**src/rtl/me_pkg.sv**
```systemverilog
// rtl/me_pkg.sv - shared FSM encoding, default sizes and beat-count derivation for the best-MV search
package me_pkg;

    localparam int DEF_BATCH    = 16;
    localparam int DEF_SAD_W    = 14;
    localparam int DEF_SEARCH_W = 32;
    localparam int DEF_SEARCH_H = 32;
    localparam int DEF_MV_W     = 8;

    typedef enum logic [1:0] {
        ST_ACC   = 2'd0,
        ST_OUT   = 2'd1,
        ST_DRAIN = 2'd2
    } state_t;

    // Number of input beats that make up one search block.
    function automatic int nb_calc(input int search_w, input int search_h, input int batch);
        return (search_w * search_h) / batch;
    endfunction

endpackage

```
**src/rtl/me_min_tree.sv**
```systemverilog
// rtl/me_min_tree.sv - combinational BATCH-way minimum with lowest-lane tie-break
module me_min_tree #(
    parameter int BATCH = 16,
    parameter int SAD_W = 14,
    parameter int IDX_W = $clog2(BATCH)
) (
    input  logic [BATCH*SAD_W-1:0] sads,
    output logic [SAD_W-1:0]       min_val,
    output logic [IDX_W-1:0]       min_idx
);

    // Heap-ordered reduction tree: leaves hold lanes left to right, each node keeps
    // its left child unless the right child is strictly smaller, so ties go low.
    always_comb begin
        logic [SAD_W-1:0] node_val [2*BATCH-1];
        logic [IDX_W-1:0] node_idx [2*BATCH-1];
        for (int k = 0; k < BATCH; k++) begin
            node_val[BATCH-1+k] = sads[k*SAD_W +: SAD_W];
            node_idx[BATCH-1+k] = IDX_W'(k);
        end
        for (int n = BATCH - 2; n >= 0; n--) begin
            if (node_val[2*n+2] < node_val[2*n+1]) begin
                node_val[n] = node_val[2*n+2];
                node_idx[n] = node_idx[2*n+2];
            end else begin
                node_val[n] = node_val[2*n+1];
                node_idx[n] = node_idx[2*n+1];
            end
        end
        min_val = node_val[0];
        min_idx = node_idx[0];
    end

endmodule

```
**src/rtl/me_best_mv.sv**
```systemverilog
// rtl/me_best_mv.sv - block-wide minimum SAD search with motion vector and early termination
module me_best_mv
    import me_pkg::*;
#(
    parameter int BATCH    = DEF_BATCH,
    parameter int SAD_W    = DEF_SAD_W,
    parameter int SEARCH_W = DEF_SEARCH_W,
    parameter int SEARCH_H = DEF_SEARCH_H,
    parameter int MV_W     = DEF_MV_W
) (
    input  logic                    clk,
    input  logic                    rst,
    input  logic                    et_en,
    input  logic [SAD_W-1:0]        et_thr,
    input  logic                    sad_valid,
    output logic                    sad_ready,
    input  logic [BATCH*SAD_W-1:0]  sad_batch,
    output logic                    out_valid,
    input  logic                    out_ready,
    output logic [SAD_W-1:0]        best_sad,
    output logic signed [MV_W-1:0]  mv_x,
    output logic signed [MV_W-1:0]  mv_y,
    output logic                    early
);

    localparam int COLS = SEARCH_W / BATCH;
    localparam int NB   = nb_calc(SEARCH_W, SEARCH_H, BATCH);
    localparam int LW   = $clog2(BATCH);
    localparam int CW   = (COLS > 1) ? $clog2(COLS) : 1;
    localparam int RW   = (SEARCH_H > 1) ? $clog2(SEARCH_H) : 1;
    localparam int BW   = (NB > 1) ? $clog2(NB) : 1;

    state_t            state_q;
    state_t            state_d;
    logic              alive_q;
    logic              drain_q;
    logic [BW-1:0]     beat_q;
    logic [CW-1:0]     col_q;
    logic [RW-1:0]     row_q;
    logic              et_en_q;
    logic [SAD_W-1:0]  et_thr_q;
    logic [SAD_W-1:0]  run_sad;
    logic [MV_W-1:0]   run_mvx;
    logic [MV_W-1:0]   run_mvy;

    logic [SAD_W-1:0]  bmin_val;
    logic [LW-1:0]     bmin_idx;
    logic              accept;
    logic              first;
    logic              last;
    logic              take;
    logic [SAD_W-1:0]  upd_sad;
    logic [MV_W-1:0]   upd_mvx;
    logic [MV_W-1:0]   upd_mvy;
    logic              et_on;
    logic [SAD_W-1:0]  et_lim;
    logic              et_hit;
    logic              load_out;
    logic              set_drain;

    me_min_tree #(
        .BATCH (BATCH),
        .SAD_W (SAD_W),
        .IDX_W (LW)
    ) u_min_tree (
        .sads    (sad_batch),
        .min_val (bmin_val),
        .min_idx (bmin_idx)
    );

    // Running-minimum candidate for this beat; the first beat of a block loads
    // unconditionally and uses the live et inputs since they are latched on it.
    always_comb begin
        accept  = sad_valid && sad_ready;
        first   = (state_q == ST_ACC) && (beat_q == '0);
        last    = (beat_q == BW'(NB - 1));
        take    = first || (bmin_val < run_sad);
        upd_sad = take ? bmin_val : run_sad;
        upd_mvx = take ? MV_W'(int'(col_q) * BATCH + int'(bmin_idx) - SEARCH_W / 2) : run_mvx;
        upd_mvy = take ? MV_W'(int'(row_q) - SEARCH_H / 2) : run_mvy;
        et_on   = first ? et_en : et_en_q;
        et_lim  = first ? et_thr : et_thr_q;
        et_hit  = et_on && (upd_sad < et_lim) && !last;
    end

    // Next-state and handshake decode; a last-beat finish takes priority over early termination.
    always_comb begin
        state_d   = state_q;
        load_out  = 1'b0;
        set_drain = 1'b0;
        sad_ready = 1'b0;
        out_valid = 1'b0;
        case (state_q)
            ST_ACC: begin
                sad_ready = alive_q;
                if (accept) begin
                    if (last) begin
                        state_d  = ST_OUT;
                        load_out = 1'b1;
                    end else if (et_hit) begin
                        state_d   = ST_OUT;
                        load_out  = 1'b1;
                        set_drain = 1'b1;
                    end
                end
            end
            ST_OUT: begin
                out_valid = 1'b1;
                if (out_ready) begin
                    state_d = drain_q ? ST_DRAIN : ST_ACC;
                end
            end
            ST_DRAIN: begin
                sad_ready = alive_q;
                if (accept && last) begin
                    state_d = ST_ACC;
                end
            end
            default: begin
                state_d = ST_ACC;
            end
        endcase
    end

    // State register; alive_q holds sad_ready low until the first edge after reset.
    always_ff @(posedge clk or negedge rst) begin
        if (!rst) begin
            state_q <= ST_ACC;
            alive_q <= 1'b0;
        end else begin
            state_q <= state_d;
            alive_q <= 1'b1;
        end
    end

    // Raster position counters, advanced on every accepted beat including drained ones.
    always_ff @(posedge clk or negedge rst) begin
        if (!rst) begin
            beat_q <= '0;
            col_q  <= '0;
            row_q  <= '0;
        end else if (accept) begin
            if (last) begin
                beat_q <= '0;
                col_q  <= '0;
                row_q  <= '0;
            end else begin
                beat_q <= beat_q + BW'(1);
                if (col_q == CW'(COLS - 1)) begin
                    col_q <= '0;
                    row_q <= row_q + RW'(1);
                end else begin
                    col_q <= col_q + CW'(1);
                end
            end
        end
    end

    // Running minimum and the per-block early-termination settings.
    always_ff @(posedge clk or negedge rst) begin
        if (!rst) begin
            run_sad  <= '0;
            run_mvx  <= '0;
            run_mvy  <= '0;
            et_en_q  <= 1'b0;
            et_thr_q <= '0;
        end else if (accept && (state_q == ST_ACC)) begin
            run_sad <= upd_sad;
            run_mvx <= upd_mvx;
            run_mvy <= upd_mvy;
            if (first) begin
                et_en_q  <= et_en;
                et_thr_q <= et_thr;
            end
        end
    end

    // Result registers, captured on the terminating beat and held through OUT.
    always_ff @(posedge clk or negedge rst) begin
        if (!rst) begin
            best_sad <= '0;
            mv_x     <= '0;
            mv_y     <= '0;
            early    <= 1'b0;
        end else if (load_out) begin
            best_sad <= upd_sad;
            mv_x     <= upd_mvx;
            mv_y     <= upd_mvy;
            early    <= set_drain;
        end
    end

    // Drain flag: set by early termination, cleared once the drained block's last beat passes.
    always_ff @(posedge clk or negedge rst) begin
        if (!rst) begin
            drain_q <= 1'b0;
        end else if (set_drain) begin
            drain_q <= 1'b1;
        end else if ((state_q == ST_DRAIN) && accept && last) begin
            drain_q <= 1'b0;
        end
    end

endmodule

```
**config.mk**
```make
export PLATFORM = sky130hd
export DESIGN_NAME = me_best_mv
export DESIGN_NICKNAME = d
export VERILOG_FILES = /design/src/rtl/me_pkg.sv /design/src/rtl/me_min_tree.sv /design/src/rtl/me_best_mv.sv
export SDC_FILE = /design/constraint.sdc
export NUM_CORES = 1
export LEC_CHECK = 0
export ABC_CLOCK_PERIOD_IN_PS = 12450
export CORE_MARGIN = 2
export CORE_UTILIZATION = 57
export CTS_CLUSTER_DIAMETER = 50
export DETAILED_ROUTE_END_ITERATION = 10
export HOLD_SLACK_MARGIN = 0.08
export PLACE_DENSITY = 0.94
export SYNTH_ARGS = -nofsm -noshare
export SYNTH_HDL_FRONTEND = slang
export SYNTH_SLANG_ARGS = --single-unit
```
**constraint.sdc**
```tcl
create_clock -name clk -period 12.45 [get_ports clk]
set_clock_uncertainty 0.15 [all_clocks]
set_input_delay 1.8675 -clock clk [delete_from_list [all_inputs] [get_ports clk]]
set_output_delay 1.8675 -clock clk [all_outputs]
set_load 0.01 [all_outputs]
```
==> summary.md, run 1 <==
| Metric | Value |
|---|---|
| Run status | stopped before the end |
| Failed at | global routing (5_1_grt) |
| Stop err | [ERROR GRT-0116] Global routing finished with congestion. Check the congestion regions in the DRC Viewer. |
| RePlAce Congestion | 0.950 |
| Post-synth cell types | 72 |
| CTS H-tree depth | 3 |
| Row count | 53 |
| Placed Cells | 2306 |
| Starting Density | 58.1% |
| Avg Cell Area, Syn | 8.50 um2 |
| First-pass GRT wire length | 148000 um |
| Main synth FF type | dfrtp_1 |
| Syn Std Cell Area | 0.0122 mm2 |
| Post-synth EDFFs | 0 |
| Synth Instances | 1441 |
| Clock Tree Buf Depth | 2 |
| Dominant cell type by area after synthesis | ha_1 |
| Gr ovfl total | 318 |
| HPWL after DPL | 37100 um |
| Buffers on Ports | 275 |
| #FFs+latches synth | 92 |
| Top cell type's share of synthesized area | 22.1% |
| Syn Nets | 1900 |
| Ports | 276 |
| Die height | 151 um |
| Synth area leaders | ha_1, dfrtp_1, mux2i_1 |
| Hold_buf cts | 0 |
| Die W | 151 um |
| CTS sink count | 92 |
| Gr usage total | 85.3% |
| Asr flop ratio synth | 100% |
| Synth warn | 0 |
| Largest net degree at the start of global routing | 71 |
| Sequential area share after synthesis | 18.8% |
| Root Driver | clkbuf_16 |
| Vias in the first global route | 22294 |
| Inserted Clock Buffers | 9 |
==> cell families after synthesis <==
family | share of synthesized area [%]
fa+ha+maj | 22.1
flops | 18.8
compound gates | 18.9
xor+xnor | 0.429
mux | 20.3
simple gates | 11.6
other cells | 0.0306
buf+inv | 7.88
==> synthesized netlist by cell type, types with 3 or more instances <==
master / count
o31ai_1: 3
xnor2_1: 6
nor2_1: 92
nand2b_1: 21
o211ai_1: 4
ha_1: 216
nor3_1: 10
inv_1: 188
o21ai_1: 9
a21oi_1: 123
nor3b_1: 4
and3_1: 8
nand4_1: 29
o21a_1: 10
mux2i_1: 131
mux2_2: 58
o2111ai_1: 3
buf_2: 3
clkbuf_1: 35
nand2_1: 88
mux2_1: 22
and4_1: 5
a21o_1: 51
o41ai_1: 3
dfrtp_1: 92
a31oi_1: 6
a211o_1: 5
or2_2: 4
nand3_1: 10
and2_1: 4
mux2_4: 18
nor2b_1: 15
o31a_1: 14
nand3b_1: 3
a221oi_1: 4
a211oi_1: 4
o21ai_0: 85
nor4_1: 3
buf_6: 8
==> through the flow <==
step | utilization [%] | TNS (ns) | setup slack (ns) | hold WS (ns) | area (um2)
2_1_floorplan | - | -24.20 | -0.815 | 0.300 | 12500
3_3_place_gp | 85.4 | -41.13 | -1.29 | 0.310 | 18000
3_5_place_dp | 85.4 | -122.21 | -2.77 | 0.329 | 18000
4_1_cts | 96.9 | -44.70 | -1.42 | 0.343 | 20400
==> layer usage <==
layer	overflow	track usage [%]
met5	1	47.3
met4	111	86.9
met3	4	75.6
met2	194	100
met1	8	81.5
==> timing repair <==
item / CTS
pin swaps: 162
setup buffers: 79
resized for setup: 402
cloned: 7
setup endpoints to repair: 62
==> inputs of run 2 (changes only) <==
--- a/config.mk
+++ b/config.mk
@@ -7,11 +7,9 @@
 export LEC_CHECK = 0
 export ABC_CLOCK_PERIOD_IN_PS = 12450
 export CORE_MARGIN = 2
-export CORE_UTILIZATION = 57
-export CTS_CLUSTER_DIAMETER = 50
+export CORE_UTILIZATION = 40
 export DETAILED_ROUTE_END_ITERATION = 10
-export HOLD_SLACK_MARGIN = 0.08
-export PLACE_DENSITY = 0.94
+export PLACE_DENSITY_LB_ADDON = 0.15
 export SYNTH_ARGS = -nofsm -noshare
 export SYNTH_HDL_FRONTEND = slang
 export SYNTH_SLANG_ARGS = --single-unit
==> run 2 against run 1 <==
Effect of this change: the flow now finishes, with violations (setup timing); synthesized cell count did not move; area after synthesis stayed put.
==> summary.md, run 2 <==
| Metric | Value |
|---|---|
| Crit path DAT | 13.59 ns |
| VDD IR max | 0.235 mV |
| Relative slew slack | 33.2% |
| Root Driver | clkbuf_16 |
| Clock power share | 5.7% |
| Synth Area in Adders | 22.1% |
| Post-synth cell types | 72 |
| Asr flop ratio synth | 100% |
| Setup TNS | -32.38 ns |
| Total number of vias | 13215 |
| Gr usage total | 25.0% |
| GR peak layer | met2 |
| Most frequent cells in the layout | buf_4, clkdlybuf4s50_1, ha_1 |
| Commonest cells in the synthesized netlist | ha_1, inv_1, mux2i_1, a21oi_1 |
| Ant. Diodes | 0 |
| Fin. Hold Viols | 0 |
| Sequential area share after synthesis | 18.8% |
| #FFs+latches synth | 92 |
| Mux contribution to synthesized area | 20.3% |
| PnR worst setup slack | -1.06 ns |
| Area delta synth->final | 68.8% |
| Sw frac | 41.8% |
| Pint | 2.90 mW |
| NetSw | 2.08 mW |
| Filler instances | 2354 |
| Buffers on Ports | 275 |
| Most common cell in the netlist | ha_1 |
| Syn Nets | 1900 |
| Largest family of logic cells by synthesized area | adder cells |
| LEAKAGE | 10.5 nW |
| Dominant cell type by area after synthesis | ha_1 |
| Final wirelength | 42100 um |
| Synth area leaders | ha_1, dfrtp_1, mux2i_1 |
| Gr ovfl total | 0 |
| Core footprint | 0.0303 mm2 |
| Leading cell type in the layout, fill and taps excluded | buf_4 |
| Met1 GRT Util | 29.3% |
| Clock Tree Buf Depth | 2 |
| Buf/Inv on CP | 27 |
| Synth warn | 0 |
| Crit path time final | 13.51 ns |
| Delay-heaviest family, CP | compound AO/OA/AOI/OAI gates |
| DRT iter0 DRCs | 462 |
| Crit-path max cell delay | 0.45 ns |
| Share of layout cells above drive strength 1 | 36.6% |
| CP Max Fanout | 8 |
| Row count | 64 |
| RSZ-0062 raised after global routing | true |
| Number of vias per cell | 5.14 |
| First-pass GRT wire length | 64600 um |
| Measured slew at the worst slew-check pin | 0.999 ns |
| Run status | finished, violations left |
| Comb pwr share | 83.3% |
| Post-synth EDFFs | 0 |
| Initial antenna violation count | 0 |
| CTS sink count | 92 |
| Final core occ | 68.1% |
| Die W | 179 um |
| Max frequency | 0.0740 GHz |
| Ports | 276 |
| Placed Cells | 2455 |
| Vias in the first global route | 13469 |
| Crit path kind | primary input to flip-flop |
| Worst Setup Start Kind | primary input |
| CTS H-tree depth | 3 |
| Xor and xnor area share after synthesis | 0.429% |
| Synth Area in Compound Gates | 18.9% |
| Final Total Pwr | 4.98 mW |
| HPWL after DPL | 32100 um |
| GR Layer Usage met2 | 47.7% |
| Post-DRT Antenna Nets | 0 |
| Avg Cell Area, Syn | 8.50 um2 |
| Simple-gate share of the synthesized area | 11.6% |
| Starting Density | 40.4% |
| Max-slew violations | 0 |
| Inserted Clock Buffers | 9 |
| Main synth FF type | dfrtp_1 |
| Largest net degree at the start of global routing | 62 |
| Syn Std Cell Area | 0.0122 mm2 |
| Avg WL per Cell | 16.4 um |
| Worst setup EP type | flip-flop |
| Crit share post-route | 108% |
| Reg power frac | 11.0% |
| Top cell type's share of synthesized area | 22.1% |
| Fin cells | 2572 |
| Maxcap violations | 0 |
| DRC violations left | 0 |
| Critical path's most frequent cell | buf_4 |
| TritonCTS clock tree | yes |
| Hold_buf cts | 0 |
| Worst-path clk slew | 0.07 ns |
| Violated checks | setup timing |
| Power Density | 241 mW/mm2 |
| Die height | 179 um |
| Worst EP required | 12.53 ns |
| Clock latency on the worst-skew pair | 0.35 ns |
| RePlAce Congestion | 0.888 |
| Largest registers | best_sad x14, et_thr_q x14, run_sad x14 |
| DIE AREA | 0.0320 mm2 |
| Slowest stage cell, crit path | clkdlybuf4s50_1 |
| Final setup violating endpoints | 33 |
| Net count, final | 2630 |
| Hold Crit Class | flip-flop to flip-flop |
| Synth Instances | 1441 |
| Met3 Track Usage GR | 3.22% |
| Total iterations of the first detailed-routing run | 5 |
## run 2: cell counts after synthesis
Identical to the previous run, type by type.
## run 2: per-stage QoR
| step | hold WS, ns | instance area (um2) | setup WS, ns |
|---|---|---|---|
| floorplan | 0.300 | 12500 | -0.815 |
| global placement | 0.310 | 18400 | -1.73 |
| detailed placement | 0.320 | 18400 | -2.12 |
| CTS | 0.335 | 19900 | -0.995 |
| global route | 0.347 | 20700 | -1.62 |
| finish | 0.331 | 20700 | -1.06 |
## run 2: power groups by stage
| stage | Sequential, mW | Clock [mW] | Combinational, mW |
|---|---|---|---|
| after floorplan | 0.532 | 0 | 2.14 |
| after global placement | 0.542 | 0 | 3.46 |
| after detailed placement | 0.546 | 0 | 3.56 |
| after CTS | 0.545 | 0.288 | 3.92 |
| after global routing | 0.564 | 0.302 | 4.50 |
| final | 0.546 | 0.286 | 4.15 |
## run 2: final cells by class
type | count | area [um2] | area share, %
clock buffer | 10 | 239 | 1.16
clock inverter | 6 | 68.8 | 0.333
inverter | 188 | 718 | 3.47
multi-input combinational | 1113 | 10200 | 49.6
sequential | 92 | 2300 | 11.1
tap | 396 | 495 | 2.40
timing repair buffer | 767 | 6610 | 32.0
## run 2: worst paths after layout
check / endpoint / startpoint / cells past startpoint / slack [ns]
max in group asynchronous: mv_x[2] / rst / 2 / 9.71
worst max-delay path: mv_x[5] / sad_batch[37] / 76 / -1.06
worst max register to register: mv_x[5] / run_sad[7] / 28 / 7.31
min in group asynchronous: et_thr_q[13] / rst / 1 / 1.30
worst min register to register: run_mvy[3] / run_mvy[3] / 1 / 0.33
worst min-delay path: run_mvy[3] / run_mvy[3] / 1 / 0.33
## run 2: repair_timing
| action | CTS | global route |
|---|---|---|
| gates resized for setup | 172 | 134 |
| setup endpoints to repair | 60 | 62 |
| endpoints found under the hold margin | 0 | 0 |
| gates cloned | 3 | 2 |
| setup buffers | 77 | 22 |
| pin swaps | 104 | 84 |
## run 2: logic make-up (layout without fill, tap and decap cells)
group | Yosys count | in the layout
AOI/OAI and AO/OA | 359 | 361
DFF | 92 | 92
muxes | 229 | 229
other | 1 | 1
adders and majority gates | 217 | 217
and+or+nand+nor | 299 | 299
xor gates and xnor gates | 6 | 6
buffers and inverters | 238 | 971
## run 2: per-layer routing
layer | vias to the layer above | part of all wire (%)
met2 | 299 | 52
met5 | - | 0
met1 | 6232 | 42
met3 | 65 | 4.4
met4 | 0 | 2.1
li1 | 6619 | -
Note: power is estimated with default switching activity, not from simulation.
